### src/rtl/conv1d_cmd_driver.sv
// Hardware initiator for the conv1d CFU command bus: forwards WRITE commands and runs
// set_x/start/poll/read sequences. Optional poll timeout: define CONV1D_DRV_TIMEOUT_EN.
module conv1d_cmd_driver #(
    parameter int INT32_SIZE     = 32,
    parameter int NOP_CMD        = 16,
    parameter int POLL_GAP       = 0,
    parameter int TIMEOUT_CYCLES = 4096
) (
    input  logic                  clk,
    input  logic                  rst,
    input  logic                  req_valid,
    output logic                  req_ready,
    input  logic                  req_op,
    input  logic [6:0]            req_cmd,
    input  logic [INT32_SIZE-1:0] req_addr,
    input  logic [INT32_SIZE-1:0] req_data,
    output logic                  rsp_valid,
    input  logic                  rsp_ready,
    output logic [INT32_SIZE-1:0] rsp_data,
    output logic                  rsp_error,
    output logic                  acc_en,
    output logic [6:0]            acc_cmd,
    output logic [INT32_SIZE-1:0] acc_inp0,
    output logic [INT32_SIZE-1:0] acc_inp1,
    input  logic [INT32_SIZE-1:0] acc_ret
);
    // state names the command currently on the accelerator bus
    localparam logic [3:0] S_IDLE       = 4'd0;
    localparam logic [3:0] S_WRITE      = 4'd1;
    localparam logic [3:0] S_SET_X      = 4'd2;
    localparam logic [3:0] S_START      = 4'd3;
    localparam logic [3:0] S_POLL_ISSUE = 4'd4;
    localparam logic [3:0] S_POLL_WAIT  = 4'd5;
    localparam logic [3:0] S_POLL_GAP   = 4'd6;
    localparam logic [3:0] S_READ_ISSUE = 4'd7;
    localparam logic [3:0] S_READ_WAIT  = 4'd8;
    localparam logic [3:0] S_RESP       = 4'd9;

    localparam logic [6:0] NOP       = 7'(NOP_CMD);
    localparam logic [6:0] CMD_SET_X = 7'd8;
    localparam logic [6:0] CMD_START = 7'd6;
    localparam logic [6:0] CMD_POLL  = 7'd9;
    localparam logic [6:0] CMD_READ  = 7'd7;
    localparam logic [7:0] GAP_LAST  = (POLL_GAP > 0) ? 8'(POLL_GAP - 1) : 8'd0;

    if (POLL_GAP < 0 || POLL_GAP > 255 || TIMEOUT_CYCLES < 1) begin : g_param_check
        $error("conv1d_cmd_driver: POLL_GAP must be 0..255 and TIMEOUT_CYCLES >= 1");
    end

    logic [3:0] state, nxt;
    logic [7:0] gap_cnt;
    logic       polling, done, reserved, timed_out;

    assign polling   = (state == S_POLL_ISSUE) || (state == S_POLL_WAIT) || (state == S_POLL_GAP);
    assign done      = (state == S_POLL_WAIT) && acc_ret[0];
    assign reserved  = (req_cmd == CMD_START) || (req_cmd == CMD_READ) || (req_cmd == CMD_POLL);
    assign req_ready = (state == S_IDLE) && !rst;

`ifdef CONV1D_DRV_TIMEOUT_EN
    localparam logic [31:0] TMO_LAST = 32'(TIMEOUT_CYCLES - 1);
    logic [31:0] tmo_cnt;

    // the budget covers every cycle spent polling, gap cycles included
    assign timed_out = polling && !done && (tmo_cnt >= TMO_LAST);

    always_ff @(posedge clk) begin
        if (rst) begin
            tmo_cnt   <= '0;
            rsp_error <= 1'b0;
        end else begin
            if (state == S_START)
                tmo_cnt <= '0;
            else if (polling)
                tmo_cnt <= tmo_cnt + 32'd1;
            if (timed_out)
                rsp_error <= 1'b1;
            else if (state == S_READ_WAIT || (state == S_RESP && rsp_ready))
                rsp_error <= 1'b0;
        end
    end
`else
    assign timed_out = 1'b0;
    assign rsp_error = 1'b0;
`endif

    always_comb begin
        nxt = state;
        case (state)
            S_IDLE:       if (req_valid) nxt = req_op ? S_SET_X : S_WRITE;
            S_WRITE:      nxt = S_IDLE;
            S_SET_X:      nxt = S_START;
            S_START:      nxt = S_POLL_ISSUE;
            S_POLL_ISSUE: nxt = S_POLL_WAIT;
            S_POLL_WAIT: begin
                if (done)
                    nxt = S_READ_ISSUE;
                else if (POLL_GAP == 0)
                    nxt = S_POLL_ISSUE;
                else
                    nxt = S_POLL_GAP;
            end
            S_POLL_GAP:   if (gap_cnt == GAP_LAST) nxt = S_POLL_ISSUE;
            S_READ_ISSUE: nxt = S_READ_WAIT;
            S_READ_WAIT:  nxt = S_RESP;
            S_RESP:       if (rsp_ready) nxt = S_IDLE;
            default:      nxt = S_IDLE;
        endcase
        if (timed_out)
            nxt = S_RESP;
    end

    always_ff @(posedge clk) begin
        if (rst) begin
            state     <= S_IDLE;
            gap_cnt   <= '0;
            acc_en    <= 1'b1;
            acc_cmd   <= NOP;
            acc_inp0  <= '0;
            acc_inp1  <= '0;
            rsp_valid <= 1'b0;
            rsp_data  <= '0;
        end else begin
            state   <= nxt;
            gap_cnt <= (state == S_POLL_GAP) ? gap_cnt + 8'd1 : 8'd0;
            acc_en  <= 1'b1;

            // commands are decoded from the next state so each lasts exactly one cycle
            acc_cmd  <= NOP;
            acc_inp0 <= '0;
            acc_inp1 <= '0;
            case (nxt)
                S_WRITE: begin
                    if (!reserved) begin
                        acc_cmd  <= req_cmd;
                        acc_inp0 <= req_addr;
                        acc_inp1 <= req_data;
                    end
                end
                S_SET_X: begin
                    acc_cmd  <= CMD_SET_X;
                    acc_inp1 <= req_data;
                end
                S_START:      acc_cmd <= CMD_START;
                S_POLL_ISSUE: acc_cmd <= CMD_POLL;
                S_READ_ISSUE: acc_cmd <= CMD_READ;
                default: ;
            endcase

            if (state == S_READ_WAIT) begin
                rsp_valid <= 1'b1;
                rsp_data  <= acc_ret;
            end else if (timed_out) begin
                rsp_valid <= 1'b1;
                rsp_data  <= '0;
            end else if (state == S_RESP && rsp_ready) begin
                rsp_valid <= 1'b0;
            end
        end
    end
endmodule

### config.mk
export PLATFORM = sky130hd
export DESIGN_NAME = conv1d_cmd_driver
export DESIGN_NICKNAME = d
export VERILOG_FILES = /design/src/rtl/conv1d_cmd_driver.sv
export SDC_FILE = /design/constraint.sdc
export NUM_CORES = 1
export LEC_CHECK = 0
export BUFFER_PORTS_ARGS = -buffer_cell sky130_fd_sc_hd__buf_2
export CORE_MARGIN = 1.5
export CORE_UTILIZATION = 30
export DETAILED_ROUTE_END_ITERATION = 10
export MAX_ROUTING_LAYER = met4
export PLACE_DENSITY = 0.61
export SETUP_SLACK_MARGIN = 0.5
export SYNTH_ARGS = -nofsm -noshare
export SYNTH_HDL_FRONTEND = slang
export SYNTH_SLANG_ARGS = --single-unit
### constraint.sdc
create_clock -name clk -period 2.23 [get_ports clk]
set_input_delay 0.223 -clock clk [delete_from_list [all_inputs] [get_ports clk]]
set_output_delay 0.223 -clock clk [all_outputs]
set_load 0.005 [all_outputs]
---- Yosys cells after proc, flatten, opt, wreduce, memory -nomap -nowiden ----
Cells that the tools add are included.
storage, ports and cells
  latch bits .............................. 0
  output and inout bits ................... 107
  input bits .............................. 108
  RAM bits ................................ 0
  memories ................................ 0
  flip-flop bits (word level) ............. 116
  ROM bits ................................ 0
cells by class
  magnitude comparators ................... 0
  equal/unequal tests ..................... 16
  shift-type cells ........................ 0
  bitwise logic cells ..................... 2
  multiplexer cells ....................... 12
  $mul .................................... 0
  div/mod/pow operators ................... 0
  add/subtract/negate cells ............... 1
  reduce and logical (&&, ||, !) cells .... 11
operator list
  cell                                                                    number
  32-bit one-hot mux with 2 select lines                                  1
  4-bit one-hot mux with 9 select lines                                   1
  7-bit one-hot mux with 5 select lines                                   1
  32-bit 2-to-1 mux                                                       1
  4-bit by 3-bit equality test with 1-bit output (second input constant)  6
  4-bit by 2-bit equality test with 1-bit output (second input constant)  4
  7-bit by 3-bit equality test with 1-bit output (second input constant)  2
  4-bit 2-to-1 mux                                                        3
  8-bit by 1-bit adder with 8-bit output (second input constant)          1
  4-bit equality test (second input constant)                             2
  8-bit logical NOT                                                       1
  7-bit by 4-bit equality test with 1-bit output (second input constant)  1
  7-bit 2-to-1 mux                                                        1
  4-bit by 1-bit equality test with 1-bit output (second input constant)  1
  4-bit logical NOT                                                       1
  2-bit 2-to-1 mux                                                        2
  1-bit logical AND                                                       3
  3-bit OR reduction                                                      1
  1-bit logical OR                                                        2
  1-bit 2-to-1 mux                                                        2
  1-bit NOT                                                               2
  2-bit nonzero test                                                      1
  2-bit OR reduction                                                      1
  1-bit logical NOT                                                       1

---- Longest topological paths before layout ----
Gate-level depths: netlist of the first run.
  depth in word-level cells ............... 7
  gate-level depth with buffers ........... 7

---- Least setup slack after synthesis of the first run ----
OpenSTA, ideal clock, no wires.
  path kind ............................... register to register
  from .................................... register state[2]
  to ...................................... register acc_inp0[0]
  buffers on the path ..................... 2
  data arrival time ....................... 1868 ps
  required time ........................... 2171 ps
  cell stages (with the launch flop) ...... 8
  path slack .............................. 304 ps
  setup time .............................. 59 ps
  cell sequence ........................... dfxtp_1 buf_2 or3b_1 a21o_1 a211oi_4 and3b_1 buf_4 and2_1
between the ends
  word-level cells in the longest chain between the ends .. 7
  elaborated cells between the ends (all ways) .. 18
  those cells by class .................... eq/ne: 9; mux: 5; bitwise: 1; reduce/logical: 3
ends and longest elaborated chain
  what                                              RTL line  text
  start, declared                                   50        logic [3:0] state, nxt;
  start signal, assigned                            123       state <= nxt;
  4-bit by 3-bit equality test with 1-bit output    55, 88
  1-bit logical AND                                 55        assign done = (state == S_POLL_WAIT) && acc_ret[0];
  2-bit 2-to-1 mux                                  95        if (done)
  4-bit one-hot mux with 9 select lines *           88        case (state)
  4-bit by 1-bit equality test with 1-bit output *  131       case (nxt)
  1-bit NOT (no line) *                             --
  3-bit OR reduction (no line) *                    --
  end signal, assigned                              135       acc_inp0 <= req_addr;
  end, declared                                     23        output logic [INT32_SIZE-1:0] acc_inp0,
Every way passes the cells marked *; elsewhere a longest branch is shown, timed or not.
A chain may end at the register's enable or synchronous reset.

---- Final worst setup path of the first run ----
  from .................................... register state[2]
  to ...................................... register acc_inp1[22]
between the ends
  word-level cells in the longest chain between the ends .. 6
  elaborated cells between the ends (all ways) .. 18
  those cells by class .................... eq/ne: 10; mux: 6; reduce/logical: 2
ends and longest elaborated chain
  what                                                                                                              RTL line  text
  4-bit by 3-bit equality test with 1-bit output                                                                    55, 88
  1-bit logical AND                                                                                                 55
  2-bit 2-to-1 mux                                                                                                  95
  4-bit one-hot mux with 9 select lines *                                                                           88
  4-bit by 2-bit equality test with 1-bit output or 4-bit by 1-bit equality test with 1-bit output (tied branches)  131
  32-bit one-hot mux with 2 select lines *                                                                          131
  end signal, assigned                                                                                              136       acc_inp1 <= req_data;
  end signal, assigned                                                                                              141       acc_inp1 <= req_data;
  end, declared                                                                                                     24        output logic [INT32_SIZE-1:0] acc_inp1,
Marks and branches as above.

==> flow_summary.json, run 1 <==
{
  "ir_drop_v": 0.000362,
  "die_w_um": 116,
  "clk_pin_slew_ns": 0.05,
  "drtIter0Drc": 101,
  "crit_chain": "or3b_4, buf_4, a21oi_4, nor2_4, a21oi_4, clkbuf_16, nor3b_2",
  "power_density_nw_per_um2": 887,
  "hold_violations": 0,
  "clock_path_buffers": 2,
  "setup_viol": 0,
  "slowest_stage": "or3b_4",
  "ys_async_sr_fraction": 0,
  "die_h_um": 116,
  "drv_cap": 0,
  "vias": 3557,
  "syn_nets": 505,
  "arrival_ns": 2.16,
  "drc_errors": 0,
  "grt_first_pass_wirelength_um": 15400,
  "via_per_inst": 4.38,
  "synth_area_sq_um": 3860,
  "syn_inst": 395,
  "hold_class": "input port to register",
  "antenna_left": 0,
  "yosys.area.top_type": "dfxtp_1",
  "fmax_ghz": 0.531,
  "cts-root-buf": "clkbuf_16",
  "top_level_ports": 215,
  "cts_tree": "yes",
  "grt_max_degree": 34,
  "cts_inserted_buffers": 17,
  "crit_buf_inv": 2,
  "synth-seq-area-share": 0.601,
  "cp_slowest_stage_delay_ns": 0.40,
  "ys_ff_latch": 116,
  "p_clk_frac": 0.495,
  "core.rowCount": 41,
  "intPower_mw": 4.32,
  "min_period_ns": 1.88,
  "area_growth_pct": 60.9,
  "grt_overflow_total": 0,
  "leakagePower_nw": 2.85,
  "synth_edf_count": 0,
  "fin_nets": 738,
  "portBuffers": 212,
  "rsz0062_at_grt": "yes",
  "grtUsageTotal": 0.153,
  "initial_core_util": 0.307,
  "synth.most_common_cell": "dfxtp_1",
  "yosys_warnings": 0,
  "utilization": 0.494,
  "first_global_vias": 3289,
  "cpLargestDelayFamily": "simple AND/OR/NAND/NOR gates",
  "gp_congestion": 0.793,
  "h-tree-depth": 4,
  "wl_per_cell_um": 12.9,
  "seqPwrFrac": 0.396,
  "crit_path_end_kind": "register",
  "sw_frac_of_total": 0.216,
  "wirelength_um": 10500,
  "ys.flop_type": "dfxtp_1",
  "status": "finished, final reports clean",
  "p_comb_frac": 0.109,
  "required_ns": 2.50,
  "core_sq_um": 12600,
  "ys_top_cells_by_count": "dfxtp_1, nand2_1, a21oi_1",
  "clkSinkCount": 116,
  "insertion_delay_ns": 0.40,
  "synth_area_leaders": "dfxtp_1, nand2_1, nor3b_1",
  "die-area_sq_um": 13600,
  "num-fill-cells": 1141,
  "fin_crit_sh": 0.844,
  "antenna_found_initial": 0,
  "dp_hpwl_um": 7140,
  "synth_top_area_share": 0.601,
  "yosysUniqueCellTypes": 38,
  "critPathMostFrequentCell": "a21oi_4",
  "finalSetupTns_ns": 0,
  "start_kind": "register",
  "insertedDiodeCount": 0,
  "fin_worst_skew_ns": 0.00747,
  "path_class": "register to register",
  "power_switching_mw": 1.19,
  "drtPass1Iterations": 4,
  "drive_gt1_frac": 0.511,
  "path_max_fanout": 8,
  "synth_area_per_cell_sq_um": 9.78,
  "slew_violations": 0
}
## sequential cells by signal, summed over array words and instances, names as in the netlist
name / flops
acc_inp0: 32
rsp_data: 32
acc_inp1: 32
acc_cmd: 7
state: 4
gap_cnt: 8
rsp_valid: 1
## power groups by stage
stage	combinational, mW	sequential (mW)	clock [mW]
4_1_cts	0.541	2.18	2.80
3_5_place_dp	0.445	2.23	0
6_report	0.601	2.18	2.73
5_1_grt	0.654	2.19	2.90
3_3_place_gp	0.439	2.23	0
2_1_floorplan	0.225	2.24	0
## cell type report
type | count | area, sq um | share of cell area
clock buffers | 23 | 478 | 0.0769
clock inverters | 8 | 125 | 0.0201
inverters | 6 | 22.5 | 0.00362
multi-input cells | 245 | 1660 | 0.267
flip-flops and latches | 116 | 2330 | 0.375
well taps | 172 | 215 | 0.0346
repair buffers | 242 | 1380 | 0.222
## cell usage in the layout, fill, tap and decap left out, types with 3 or more instances in the layout
| cell | count |
|---|---|
| clkbuf_16 | 19 |
| buf_6 | 9 |
| nand3_1 | 5 |
| a21oi_1 | 35 |
| clkbuf_1 | 3 |
| inv_1 | 6 |
| buf_4 | 17 |
| nand3_2 | 3 |
| bufinv_16 | 3 |
| a21oi_2 | 3 |
| nor2_1 | 14 |
| nand2_1 | 69 |
| nor3b_1 | 5 |
| nor3b_2 | 27 |
| and2_1 | 28 |
| dfxtp_1 | 113 |
| and3_1 | 3 |
| clkbuf_8 | 3 |
| a31oi_1 | 3 |
| xor2_1 | 5 |
| nand2b_1 | 3 |
| buf_2 | 212 |
| and2_4 | 4 |
## metal layers
| metal | GRT usage | routed length [um] | vias to the layer above |
|---|---|---|---|
| met5 | - | 0 | - |
| met3 | 0.0566 | 912 | 12 |
| li1 | - | - | 1763 |
| met4 | 0.0748 | 172 | 0 |
| met2 | 0.245 | 5080 | 152 |
| met1 | 0.169 | 4330 | 1630 |
## what timing repair did
| item | CTS | global route |
|---|---|---|
| setup endpoints to repair | 71 | 104 |
| hold endpoints to repair | 0 | 0 |
| gates cloned | 3 | 2 |
| buffers inserted | 7 | 5 |
| pin swaps | 10 | 9 |
| hold buffers | 0 | 0 |
| resized for setup | 31 | 25 |
## logic make-up (layout without fill, tap and decap cells)
| kind of cell | count (synthesis) | after routing | synth area share |
|---|---|---|---|
| other | 2 | 2 | 0.00194 |
| AOI/OAI and AO/OA | 52 | 52 | 0.0790 |
| and+or+nand+nor | 182 | 182 | 0.255 |
| xor gates and xnor gates | 7 | 7 | 0.0159 |
| buffers and inverters | 34 | 279 | 0.0402 |
| adders and majority gates | 2 | 2 | 0.00648 |
| DFF | 116 | 116 | 0.601 |
## per-stage QoR
step	hold slack (ns)	instances	total power, mW	instance area, sq um	setup slack (ns)
5_1_grt	0.00980	812	5.74	6210	0.271
3_3_place_gp	0.429	764	2.67	5210	0.222
4_1_cts	0.00165	805	5.53	6030	0.362
2_1_floorplan	0.335	395	2.46	3990	0.346
6_report	0.0285	812	5.51	6210	0.347
3_5_place_dp	0.432	764	2.67	5210	0.145
## path summary, 6_finish.rpt
| check | start | end | slack (ns) | depth (start not counted) |
|---|---|---|---|---|
| hold reg to reg | rsp_data[20]$_SDFFE_PP0P_ | rsp_data[20]$_SDFFE_PP0P_ | 0.45 | 2 |
| setup / recovery | state[2]$_SDFF_PP0_ | acc_inp1[22]$_SDFF_PP0_ | 0.35 | 7 |
| hold / removal | req_addr[25] | acc_inp0[25]$_SDFF_PP0_ | 0.03 | 2 |
| setup reg to reg | state[2]$_SDFF_PP0_ | acc_inp1[22]$_SDFF_PP0_ | 0.35 | 7 |
Power figures use the tool's default switching activity.
==> run 2: changes to the inputs <==
==> constraint.sdc (replaced) <==
create_clock -name clk -period 1.9 [get_ports clk]
set_input_delay 0.19 -clock clk [delete_from_list [all_inputs] [get_ports clk]]
set_output_delay 0.19 -clock clk [all_outputs]
set_load 0.005 [all_outputs]
==> run 2 against run 1 <==
Core utilization increased by 4.5 points. Maximum frequency decreased by 0.59%. Wire length increased by 15%. Combinational power increased by 29%. Via count increased by 3.9%. Worst hold slack got worse by 0.013 ns. Clock-buffer cell count decreased by 2. Final area increased by 9.1%. Clock skew increased by 0.0018 ns. Largest cell class unchanged.
==> flow_summary.json, run 2 (synthesis results as in run 1) <==
{
  "status": "finished, final reports clean",
  "core_sq_um": 12600,
  "drive_gt1_frac": 0.535,
  "grtUsageTotal": 0.175,
  "fin_worst_skew_ns": 0.00930,
  "stdcell_count": 849,
  "cts-root-buf": "clkbuf_16",
  "first_global_vias": 3522,
  "layout_commonest_cell": "buf_2",
  "die_w_um": 116,
  "layout_common_cells": "buf_2, dfxtp_1, nand2_1, dlygate4sd3_1, a21oi_1",
  "initial_core_util": 0.307,
  "rr_startpoint": "state[0]$_SDFF_PP0_",
  "drc_errors": 0,
  "fin_nets": 776,
  "grt_first_pass_wirelength_um": 17200,
  "cts_inserted_buffers": 17,
  "fin_crit_sh": 0.997,
  "power_density_nw_per_um2": 966,
  "dp_slack_ns": 0.0327,
  "setup_viol": 0,
  "grt_overflow_total": 0,
  "rsz0062_at_grt": "yes",
  "place_inst": 771,
  "die_h_um": 116,
  "clkSinkCount": 116,
  "arrival_ns": 2.25,
  "hold_path.startpoint": "acc_ret[31]",
  "antenna_found_initial": 0,
  "final.setup.worst_slack_ns": 0.00602,
  "via_per_inst": 4.35,
  "top_level_ports": 215,
  "reg2reg_depth": 6,
  "min_period_ns": 1.89,
  "drv_cap": 0,
  "drtPass1Iterations": 6,
  "gp_congestion": 0.781,
  "leakagePower_nw": 3.09,
  "clock_path_buffers": 2,
  "antenna_left": 0,
  "h-tree-depth": 4,
  "timing.rr.end": "acc_inp0[21]$_SDFF_PP0_",
  "wirelength_um": 12100,
  "hold_class": "input port to register",
  "die-area_sq_um": 13600,
  "crit_path_end_kind": "register",
  "slew_violations": 0,
  "start_kind": "register",
  "total_power_mw": 6.55,
  "ir_drop_v": 0.000429,
  "drtIter0Drc": 136,
  "hold_depth": 3,
  "insertion_delay_ns": 0.41,
  "insertedDiodeCount": 0,
  "dp_hpwl_um": 7710,
  "path_max_fanout": 8,
  "grt_max_degree": 65,
  "core.rowCount": 41,
  "wl_per_cell_um": 14.2,
  "portBuffers": 212,
  "vias": 3695,
  "r2r_slack_ns": 0.006,
  "min_to": "rsp_data[31]$_SDFFE_PP0P_",
  "hold_violations": 0,
  "path_class": "register to register",
  "startpoint": "state[0]$_SDFF_PP0_",
  "finalSetupTns_ns": 0,
  "area_growth_pct": 75.5,
  "clk_pin_slew_ns": 0.05,
  "required_ns": 2.25,
  "top_regs": "acc_inp0: 32 flops, acc_inp1: 32 flops, rsp_data: 32 flops",
  "fmax_ghz": 0.528,
  "cts_tree": "yes"
}
## run 2: cell types whose count changed in the layout (fill, tap and decap cells not counted), sizes merged
cell,before,now
buf,240,243
clkbuf,25,23
clkinvlp,1,2
dlygate4sd3,0,35
## run 2: cell type report
| cell class | count | area, sq um |
|---|---|---|
| Fill cell | 1081 | 5790 |
| Sequential cell | 116 | 2330 |
| Timing Repair Buffer | 280 | 1830 |
| Multi-Input combinational cell | 245 | 1780 |
| Clock buffer | 21 | 470 |
| Tap cell | 172 | 215 |
| Clock inverter | 9 | 129 |
| Inverter | 6 | 22.5 |
## run 2: routing by layer
layer  share of wire  global-route usage
met1            0.39               0.177
met2            0.52               0.309
met3           0.068              0.0618
met4           0.016              0.0691
met5               0                   -
## run 2: repair_timing
action,in CTS,in global routing
resized for setup,35,58
gates cloned,4,2
pin swaps,5,5
hold buffers,35,0
hold endpoints to repair,35,0
setup endpoints to repair,106,107
buffers inserted,5,2
## run 2: through the flow
stage | hold WS, ns | utilization | instance area (sq um)
2_1_floorplan | 0.302 | - | 3990
4_1_cts | 0.000768 | 0.518 | 6510
3_5_place_dp | 0.399 | 0.422 | 5310
5_1_grt | 0.00343 | 0.539 | 6780
6_report | 0.0156 | 0.539 | 6780
3_3_place_gp | 0.399 | 0.422 | 5310
## run 2: worst max path at each step
stage | endpoint | slack, ns
final | acc_inp0[21]$_SDFF_PP0_ | 0.006
after global placement | acc_inp0[1]$_SDFF_PP0_ | 0.08
after CTS | acc_inp0[3]$_SDFF_PP0_ | 0.05
after detailed placement | acc_inp0[3]$_SDFF_PP0_ | 0.03
after global routing | acc_inp1[24]$_SDFF_PP0_ | -0.05
after floorplan | acc_inp0[0]$_SDFF_PP0_ | 0.02
## run 2: worst max-delay path, cell delays in order (launching register included)
cell and delay, ns:
dfxtp_4 0.35, or3b_4 0.40, a21o_1 0.23, a211oi_4 0.23
and3b_2 0.32, clkbuf_16 0.18, and2_4 0.13
## run 2: where the power goes
group | internal, mW | total, mW | switching, mW | leakage [nW]
Sequential | 2.54 | 2.57 | 0.0306 | 0.944
Combinational | 0.430 | 0.776 | 0.346 | 1.86
Clock | 2.14 | 3.20 | 1.06 | 0.291
